$ cat config.mk
export PLATFORM = sky130hd
export DESIGN_NAME = regfile_dump_reader_flat
export DESIGN_NICKNAME = d
export VERILOG_FILES = /design/src/rtl/regfile_pkg.sv /design/src/rtl/regfile_dump_reader_if.sv /design/src/rtl/regfile_dump_reader.sv /design/src/flat_wrapper.sv
export SDC_FILE = /design/constraint.sdc
export NUM_CORES = 1
export LEC_CHECK = 0
export ABC_CLOCK_PERIOD_IN_PS = 2000
export BUFFER_PORTS_ARGS = -buffer_cell sky130_fd_sc_hd__buf_2
export CAP_MARGIN = 20
export CORE_MARGIN = 2
export CORE_UTILIZATION = 42
export DETAILED_ROUTE_END_ITERATION = 8
export PLACE_DENSITY = 0.81
export SLEW_MARGIN = 15
export SYNTH_ARGS = -nofsm -noshare
export SYNTH_HDL_FRONTEND = slang
export SYNTH_SLANG_ARGS = --single-unit
$ cat constraint.sdc
create_clock -name clk -period 2 [get_ports clk]
set_input_delay 0.3 -clock clk [delete_from_list [all_inputs] [get_ports clk]]
set_output_delay 0.3 -clock clk [all_outputs]
set_load 0.1 [all_outputs]
$ cat src/rtl/regfile_pkg.sv
// Shared register-file widths and the dump-reader state encoding.
// Imported by the dump reader and its stream interface.
package regfile_pkg;

    localparam int REG_ADDR_W = 5;
    localparam int REG_DATA_W = 32;
    localparam int NUM_REGS   = 32;

    typedef enum logic [1:0] {
        IDLE  = 2'd0,
        FETCH = 2'd1,
        SEND  = 2'd2,
        DONE  = 2'd3
    } dump_state_e;

endpackage

$ cat src/rtl/regfile_dump_reader_if.sv
// Valid/ready beat stream carrying (index, value) pairs
// out of the register-file dump reader.
interface regfile_dump_reader_if;
    import regfile_pkg::*;

    logic                  out_valid;
    logic                  out_ready;
    logic [REG_ADDR_W-1:0] out_index;
    logic [REG_DATA_W-1:0] out_data;

    modport master (
        output out_valid,
        output out_index,
        output out_data,
        input  out_ready
    );

    modport slave (
        input  out_valid,
        input  out_index,
        input  out_data,
        output out_ready
    );

endinterface

$ cat src/rtl/regfile_dump_reader.sv
// Walks register-file read addresses and streams (index, value) beats.
// Build option REGFILE_DUMP_SKIP_ZERO_EN drops beats whose value is zero.
module regfile_dump_reader #(
    parameter int NUM_REGS = regfile_pkg::NUM_REGS,
    parameter int ADDR_W   = regfile_pkg::REG_ADDR_W,
    parameter int DATA_W   = regfile_pkg::REG_DATA_W
) (
    input  logic                 clk,
    input  logic                 rst_n,
    input  logic                 start,
    input  logic                 abort,
    output logic [ADDR_W-1:0]    rd_addr,
    input  logic [DATA_W-1:0]    rd_data,
    regfile_dump_reader_if.master io,
    output logic                 busy,
    output logic                 done
);
    import regfile_pkg::*;

    localparam logic [ADDR_W-1:0] LAST = ADDR_W'(NUM_REGS - 1);

    dump_state_e       state_q, state_d;
    logic [ADDR_W-1:0] idx_q, idx_d;
    logic [ADDR_W-1:0] index_q, index_d;
    logic [DATA_W-1:0] data_q, data_d;
    logic              valid_q, valid_d;
    logic              busy_q, busy_d;
    logic              done_q, done_d;
    logic              hs;

    assign hs = valid_q && io.out_ready;

    always_comb begin
        state_d = state_q;
        idx_d   = idx_q;
        index_d = index_q;
        data_d  = data_q;
        valid_d = valid_q;
        unique case (state_q)
            IDLE: begin
                if (start) begin
                    idx_d   = '0;
                    state_d = FETCH;
                end
            end
            FETCH: begin
                if (abort) begin
                    idx_d   = '0;
                    valid_d = 1'b0;
                    state_d = IDLE;
                end
`ifdef REGFILE_DUMP_SKIP_ZERO_EN
                else if (rd_data == '0) begin
                    if (idx_q == LAST) state_d = DONE;
                    else idx_d = idx_q + 1'b1;
                end
`endif
                else begin
                    data_d  = rd_data;
                    index_d = idx_q;
                    valid_d = 1'b1;
                    state_d = SEND;
                end
            end
            SEND: begin
                // abort wins even when the beat handshakes this cycle
                if (abort) begin
                    idx_d   = '0;
                    valid_d = 1'b0;
                    state_d = IDLE;
                end else if (hs) begin
                    valid_d = 1'b0;
                    if (idx_q == LAST) begin
                        state_d = DONE;
                    end else begin
                        idx_d   = idx_q + 1'b1;
                        state_d = FETCH;
                    end
                end
            end
            DONE: begin
                idx_d   = '0;
                state_d = IDLE;
            end
            default: state_d = IDLE;
        endcase
        busy_d = (state_d == FETCH) || (state_d == SEND);
        done_d = (state_d == DONE);
    end

    always_ff @(posedge clk) begin
        if (!rst_n) begin
            state_q <= IDLE;
            idx_q   <= '0;
            index_q <= '0;
            data_q  <= '0;
            valid_q <= 1'b0;
            busy_q  <= 1'b0;
            done_q  <= 1'b0;
        end else begin
            state_q <= state_d;
            idx_q   <= idx_d;
            index_q <= index_d;
            data_q  <= data_d;
            valid_q <= valid_d;
            busy_q  <= busy_d;
            done_q  <= done_d;
        end
    end

    assign rd_addr      = idx_q;
    assign io.out_valid = valid_q;
    assign io.out_index = index_q;
    assign io.out_data  = data_q;
    assign busy         = busy_q;
    assign done         = done_q;

endmodule

$ cat src/flat_wrapper.sv
// flat-port wrapper written by rule: the top's interface ports become plain ports
module regfile_dump_reader_flat import regfile_pkg::*;
#(
    parameter int NUM_REGS = regfile_pkg::NUM_REGS,
    parameter int ADDR_W   = regfile_pkg::REG_ADDR_W,
    parameter int DATA_W   = regfile_pkg::REG_DATA_W
)
  (clk, rst_n, start, abort, rd_addr, rd_data, busy, done, io_out_valid, io_out_index, io_out_data, io_out_ready);
  regfile_dump_reader_if io_i ();
  input  logic clk;
  input  logic rst_n;
  input  logic start;
  input  logic abort;
  output logic [ADDR_W-1:0] rd_addr;
  input  logic [DATA_W-1:0] rd_data;
  output logic busy;
  output logic done;
  output wire logic [$bits(io_i.out_valid)-1:0] io_out_valid;
  output wire logic [$bits(io_i.out_index)-1:0] io_out_index;
  output wire logic [$bits(io_i.out_data)-1:0] io_out_data;
  input wire logic [$bits(io_i.out_ready)-1:0] io_out_ready;
  assign io_out_valid = io_i.out_valid;
  assign io_out_index = io_i.out_index;
  assign io_out_data = io_i.out_data;
  assign io_i.out_ready = io_out_ready;
  regfile_dump_reader #(.NUM_REGS(NUM_REGS), .ADDR_W(ADDR_W), .DATA_W(DATA_W)) u_core (.clk(clk), .rst_n(rst_n), .start(start), .abort(abort), .rd_addr(rd_addr), .rd_data(rd_data), .io(io_i), .busy(busy), .done(done));
endmodule
==> results of run 1 <==
==> cell families after synthesis <==
family,synth area share
and+or+nand+nor,0.236
DFF,0.500
buffers and inverters,0.0578
AOI/OAI and AO/OA,0.166
adders and majority gates,0.0399
==> power by group <==
group | internal (W) | total [W] | switching (W) | leakage, nW
clock | 0.000374 | 0.000665 | 0.000291 | 0.0524
combinational | 0.000299 | 0.00142 | 0.00112 | 0.658
sequential | 0.00106 | 0.00112 | 0.0000662 | 0.385
==> layout make-up <==
class                           instances  area share
Clock inverter                          1      0.0123
Timing Repair Buffer                   87       0.185
Multi-Input combinational cell        164       0.344
Tap cell                               52      0.0267
Inverter                                6     0.00924
Clock buffer                            7      0.0313
Sequential cell                        47       0.391
==> timing repair <==
action	CTS	global route
gates resized for setup	0	1
endpoints found under the hold margin	0	0
endpoints found under the setup margin	0	1
==> worst max-delay path, cell delays in order, from the launching register on <==
cell     delay [ns]
dfxtp_4        0.37
ha_1           0.22
and3_1         0.19
ha_1           0.19
and3_1         0.19
o21ai_2        0.12
a22oi_1        0.10
ha_1           0.27
and2_1         0.15
==> state kept, by name, indices dropped and copies added (netlist names) <==
| signal | flops |
|---|---|
| u_core.busy | 1 |
| u_core.state_q | 2 |
| u_core.rd_addr | 5 |
| u_core.done | 1 |
| u_core.io.out_valid | 1 |
| u_core.io.out_index | 5 |
| u_core.io.out_data | 32 |
==> metal layers <==
layer | part of all wire | GRT usage | up-vias
li1 | - | - | 923
met1 | 0.44 | 0.203 | 780
met2 | 0.49 | 0.289 | 48
met3 | 0.059 | 0.0499 | 7
met4 | 0.014 | 0.0566 | 0
met5 | 0 | 0 | -
==> synthesized netlist by cell type <==
cell type	instances	area (um2)
and3_1	2	12.5
a21boi_0	1	7.51
nand3_1	1	5.00
a22oi_1	2	15.0
o22ai_1	3	18.8
o21ai_0	2	10.0
a221oi_1	1	8.76
o21ai_1	1	5.00
nand2b_1	3	18.8
and3b_1	1	8.76
nor3b_1	1	7.51
buf_1	2	7.51
buf_4	1	7.51
o2111ai_1	1	8.76
nor3_1	1	5.00
and2_1	2	12.5
nand2_1	77	289
a21oi_1	38	190
o211ai_1	3	22.5
nand3b_1	1	7.51
a211oi_2	1	12.5
ha_1	6	75.1
a31oi_1	1	6.26
dfxtp_1	47	941
or2_1	1	6.26
buf_2	6	30.0
inv_1	6	22.5
nor2_1	5	18.8
nand4_1	3	18.8
buf_6	3	33.8
nor2b_1	4	25.0
a21o_1	1	7.51
and2b_2	1	8.76
clkbuf_1	2	7.51
==> stage by stage <==
stage           util  hold WS [ns]  cell area [um2]  total power [W]
2_1_floorplan      -         0.436             1890          0.00235
3_3_place_gp   0.538         0.440             2330          0.00255
3_5_place_dp   0.538         0.443             2330          0.00257
4_1_cts        0.563         0.223             2430          0.00324
5_1_grt        0.563         0.227             2440          0.00338
6_report       0.563         0.236             2440          0.00321
==> worst max path at each step <==
stage / end / slack, ns / cells past startpoint
floorplan: u_core.busy$_SDFF_PN0_ / 0.02 / 8
finish: u_core.busy$_SDFF_PN0_ / 0.11 / 8
CTS: u_core.busy$_SDFF_PN0_ / 0.05 / 8
global route: u_core.busy$_SDFF_PN0_ / 0.008 / 8
detailed placement: u_core.busy$_SDFF_PN0_ / 0.08 / 8
global placement: u_core.busy$_SDFF_PN0_ / 0.11 / 8
==> flow_metrics.env, run 1 <==
export IMPL_setup_viol=0
export IMPL_rows=24
export IMPL_max_slew_worst_pin_slew_ns=0.504
export IMPL_finalHoldViolCount=0
export IMPL_tns_ns=0
export IMPL_ir_worst_vdd_mv=0.775
export IMPL_r2r_start="u_core.rd_addr[0]$_SDFFE_PN0P_"
export IMPL_worstPathRequired_ns=2.19
export IMPL_mostFrequentLayoutCells="81 x buf_2, 77 x nand2_1, 41 x dfxtp_1, 38 x a21oi_1"
export IMPL_initial_core_util=0.435
export IMPL_clock_skew_ns=0.00780
export IMPL_track_usage=0.169
export IMPL_antenna_found_initial=0
export IMPL_synthDistinctLibCells=34
export IMPL_area_growth_pct=29.5
export IMPL_numCtsBuffers=5
export IMPL_cp_startpoint="u_core.rd_addr[0]$_SDFFE_PN0P_"
export IMPL_arrival_ns=2.08
export IMPL_h_tree_depth=2
export IMPL_clk_path_buf_depth=2
export IMPL_cts_root_buf="clkbuf_8"
export IMPL_grt_pass1_wl_mm=6.87
export IMPL_tritoncts="yes"
export IMPL_wl_mm=4.13
export IMPL_outcome="completed"
export IMPL_crit_path_end_kind="register"
export IMPL_n_antenna_cell=0
export IMPL_drv_cap=0
export IMPL_clock_latency_ns=0.29
export IMPL_fillerInstances=441
export IMPL_setup_slack_ns=0.106
export IMPL_globalplace_congestion=0.906
export IMPL_io_pins=82
export IMPL_drive_gt1_frac=0.330
export IMPL_dp_hpwl_mm=3.01
export IMPL_first_iter_violations=61
export IMPL_regArea_um2=953
export IMPL_core_area_um2=4320
export IMPL_num_vias=1758
export IMPL_drt_vias_per_instance=4.83
export IMPL_grt_pass1_vias=1628
export IMPL_synth_seq_cells=47
export IMPL_worstHoldPathCells=3
export IMPL_finalMaxSlewViolations=0
export IMPL_grt_overflow_total=0
export IMPL_die_area_um2=5030
export IMPL_multi_input_area_um2=838
export IMPL_syn_inst=231
export IMPL_r2r_end="u_core.busy$_SDFF_PN0_"
export IMPL_fin_crit_ns=1.89
export IMPL_synth_area_per_cell_um2=8.15
export IMPL_clk_pin_slew_worst_paths_ns=0.08
export IMPL_max_freq_ghz=0.528
export IMPL_path_class="reg -> reg"
export IMPL_drt_pass1_iter_count=4
export IMPL_cp_max_fo=6
export IMPL_post_cts_buffers=0
export IMPL_hold_class="in -> reg"
export IMPL_clkSinkCount=47
export IMPL_slew_headroom=0.666
export IMPL_hold_start="rd_data[30]"
export IMPL_powerDensity_nw_per_um2=1320
export IMPL_ant_nets=0
export IMPL_syn_area_um2=1880
export IMPL_fin_cells=364
export IMPL_rr_worst_depth=8
export IMPL_rsz0062_at_grt="false"
export IMPL_final_common_cell="buf_2"
export IMPL_regToRegSetupSlack_ns=0.11
export IMPL_cts_hold_buf=0
export IMPL_yosysWarnings=0
export IMPL_dp_cells=356
export IMPL_p_leak_nw=1.10
export IMPL_dieHeight_um=70.9
export IMPL_hold_path_end="u_core.io.out_data[30]$_SDFFE_PN0P_"
export IMPL_grt_max_degree=25
export IMPL_crit_path_start_kind="register"
export IMPL_synth_nets=274
export IMPL_io_buffers=81
export IMPL_route_detailed_drc=0
export IMPL_post_route_period_util=0.947
export IMPL_place_ws_ns=0.0777
export IMPL_num_nets_final=354
export IMPL_wire_per_inst_um=11.3
export IMPL_die_w_um=70.9
export IMPL_ys_seq_area_frac=0.500
Note: power is estimated with default switching activity, not from simulation.
==> run 2: changes to the inputs <==
--- a/config.mk
+++ b/config.mk
@@ -11,7 +11,9 @@
 export CORE_MARGIN = 2
 export CORE_UTILIZATION = 42
 export DETAILED_ROUTE_END_ITERATION = 8
+export MAX_ROUTING_LAYER = met4
 export PLACE_DENSITY = 0.81
+export RECOVER_POWER = 100
 export SLEW_MARGIN = 15
 export SYNTH_ARGS = -nofsm -noshare
 export SYNTH_HDL_FRONTEND = slang
==> run 2 against run 1 <==
  * Non-clock buffer count did not move
  * Utilization fell by 0.32 points
  * Combinational power barely moved
  * Critical path depth stayed put
  * Clock-buffer cell count did not move
  * Sequential power is essentially flat
  * Flip-flop and latch count did not move
  * Setup slack about the same
  * Cell count is the same
  * Critical endpoint unchanged
==> flow_metrics.env, run 2 (same netlist as run 1, synthesis figures left out) <==
export IMPL_outcome="completed"
export IMPL_finalHoldViolCount=0
export IMPL_powerDensity_nw_per_um2=1320
export IMPL_max_slew_worst_pin_slew_ns=1.16
export IMPL_fin_crit_ns=1.89
export IMPL_antenna_found_initial=0
export IMPL_track_usage=0.174
export IMPL_clock_skew_ns=0.00798
export IMPL_slew_headroom=0.231
export IMPL_finalMaxSlewViolations=0
export IMPL_rsz0062_at_grt="false"
export IMPL_power_frac_seq=0.354
export IMPL_grt_max_degree=25
export IMPL_regToRegSetupSlack_ns=0.11
export IMPL_num_vias=1755
export IMPL_grt_pass1_wl_mm=6.89
export IMPL_initial_core_util=0.435
export IMPL_cts_hold_buf=0
export IMPL_wire_per_inst_um=11.3
export IMPL_switching_share=0.462
export IMPL_worstHoldPathCells=3
export IMPL_drive_gt1_frac=0.321
export IMPL_p_sw_w=0.00147
export IMPL_route_detailed_drc=0
export IMPL_n_antenna_cell=0
export IMPL_tns_ns=0
export IMPL_arrival_ns=2.08
export IMPL_clk_pin_slew_worst_paths_ns=0.08
export IMPL_r2r_end="u_core.busy$_SDFF_PN0_"
export IMPL_dp_hpwl_mm=3.01
export IMPL_die_area_um2=5030
export IMPL_core_area_um2=4320
export IMPL_largest_register_ffs=32
export IMPL_path_class="reg -> reg"
export IMPL_setup_viol=0
export IMPL_tritoncts="yes"
export IMPL_grt_pass1_vias=1626
export IMPL_io_pins=82
export IMPL_combPwrFrac=0.438
export IMPL_cp_max_fo=6
export IMPL_die_w_um=70.9
export IMPL_clk_path_buf_depth=2
export IMPL_num_nets_final=354
export IMPL_hold_path_end="u_core.io.out_data[30]$_SDFFE_PN0P_"
export IMPL_drt_pass1_iter_count=4
export IMPL_rr_worst_depth=8
export IMPL_drt_vias_per_instance=4.82
export IMPL_io_buffers=81
export IMPL_crit_path_end_kind="register"
export IMPL_globalplace_congestion=0.922
export IMPL_clock_latency_ns=0.29
export IMPL_post_cts_buffers=0
export IMPL_cts_root_buf="clkbuf_8"
export IMPL_drv_cap=0
export IMPL_ant_nets=0
export IMPL_wl_mm=4.13
export IMPL_first_iter_violations=60
export IMPL_fin_cells=364
export IMPL_post_route_period_util=0.947
export IMPL_p_leak_nw=1.05
export IMPL_rows=24
export IMPL_crit_path_start_kind="register"
export IMPL_dp_cells=356
export IMPL_area_growth_pct=28.7
export IMPL_r2r_start="u_core.rd_addr[0]$_SDFFE_PN0P_"
export IMPL_internal_power_w=0.00171
export IMPL_final_common_cell="nand2_1"
export IMPL_max_freq_ghz=0.528
export IMPL_h_tree_depth=2
export IMPL_clkSinkCount=47
export IMPL_numCtsBuffers=5
export IMPL_mostFrequentLayoutCells="77 x nand2_1, 46 x clkbuf_2, 41 x dfxtp_1, 38 x a21oi_1, 36 x buf_2"
export IMPL_hold_start="rd_data[30]"
export IMPL_ir_worst_vdd_mv=0.768
export IMPL_worstPathRequired_ns=2.18
export IMPL_dieHeight_um=70.9
export IMPL_hold_class="in -> reg"
export IMPL_clkPwrFrac=0.209
export IMPL_grt_overflow_total=0
[run 2: critical path, cell delays in order, from the launching register on]
cell     delay, ns
dfxtp_4       0.37
ha_1          0.22
and3_1        0.19
ha_1          0.18
and3_1        0.19
o21ai_2       0.12
a22oi_1       0.10
ha_1          0.27
and2_1        0.15
[run 2: worst max path at each step]
stage                                     endpoint  slack, ns  depth (start not counted)                           start
CTS                         u_core.busy$_SDFF_PN0_       0.05                          8  u_core.rd_addr[0]$_SDFFE_PN0P_
global route        u_core.rd_addr[0]$_SDFFE_PN0P_      0.003                          6  u_core.rd_addr[0]$_SDFFE_PN0P_
global placement            u_core.busy$_SDFF_PN0_       0.11                          8  u_core.rd_addr[0]$_SDFFE_PN0P_
floorplan                   u_core.busy$_SDFF_PN0_       0.02                          8  u_core.rd_addr[0]$_SDFFE_PN0P_
finish                      u_core.busy$_SDFF_PN0_       0.11                          8  u_core.rd_addr[0]$_SDFFE_PN0P_
detailed placement          u_core.busy$_SDFF_PN0_       0.08                          8  u_core.rd_addr[0]$_SDFFE_PN0P_
[run 2: per-layer routing]
layer  global-route usage  part of all wire  vias to the layer above
met2                0.289              0.49                       48
met4               0.0566             0.014                        0
met5                    -                 0                        -
met3               0.0484             0.055                        7
li1                     -                 -                      925
met1                0.204              0.44                      775
[run 2: per-stage QoR]
step	hold slack (ns)	total power, W	utilization	setup slack, ns	cell area [um2]
after global routing	0.227	0.00337	0.560	0.00344	2420
after global placement	0.440	0.00255	0.538	0.112	2330
after detailed placement	0.443	0.00257	0.538	0.0777	2330
final	0.237	0.00319	0.560	0.106	2420
after floorplan	0.436	0.00235	-	0.0214	1890
after CTS	0.223	0.00324	0.563	0.0515	2430
[run 2: timing repair]
action / 4_1_cts / 5_1_grt
resized for setup: 0 / 1
setup endpoints to repair: 0 / 1
endpoints found under the hold margin: 0 / 0
[run 2: cell type report]
| cell class | count | area, um2 |
|---|---|---|
| clock buffers | 7 | 76.3 |
| fillers | 446 | 1900 |
| inverters | 6 | 22.5 |
| clock inverters | 1 | 30.0 |
| repair buffers | 87 | 444 |
| flip-flops and latches | 47 | 953 |
| well taps | 52 | 65.1 |
| multi-input cells | 164 | 831 |
[run 2: power groups by stage]
stage / Combinational, W / Clock [W] / Sequential, W
after floorplan: 0.000457 / 0 / 0.00189
after global placement: 0.00140 / 0 / 0.00114
after detailed placement: 0.00142 / 0 / 0.00114
after CTS: 0.00142 / 0.000697 / 0.00112
after global routing: 0.00150 / 0.000724 / 0.00114
final: 0.00140 / 0.000664 / 0.00113
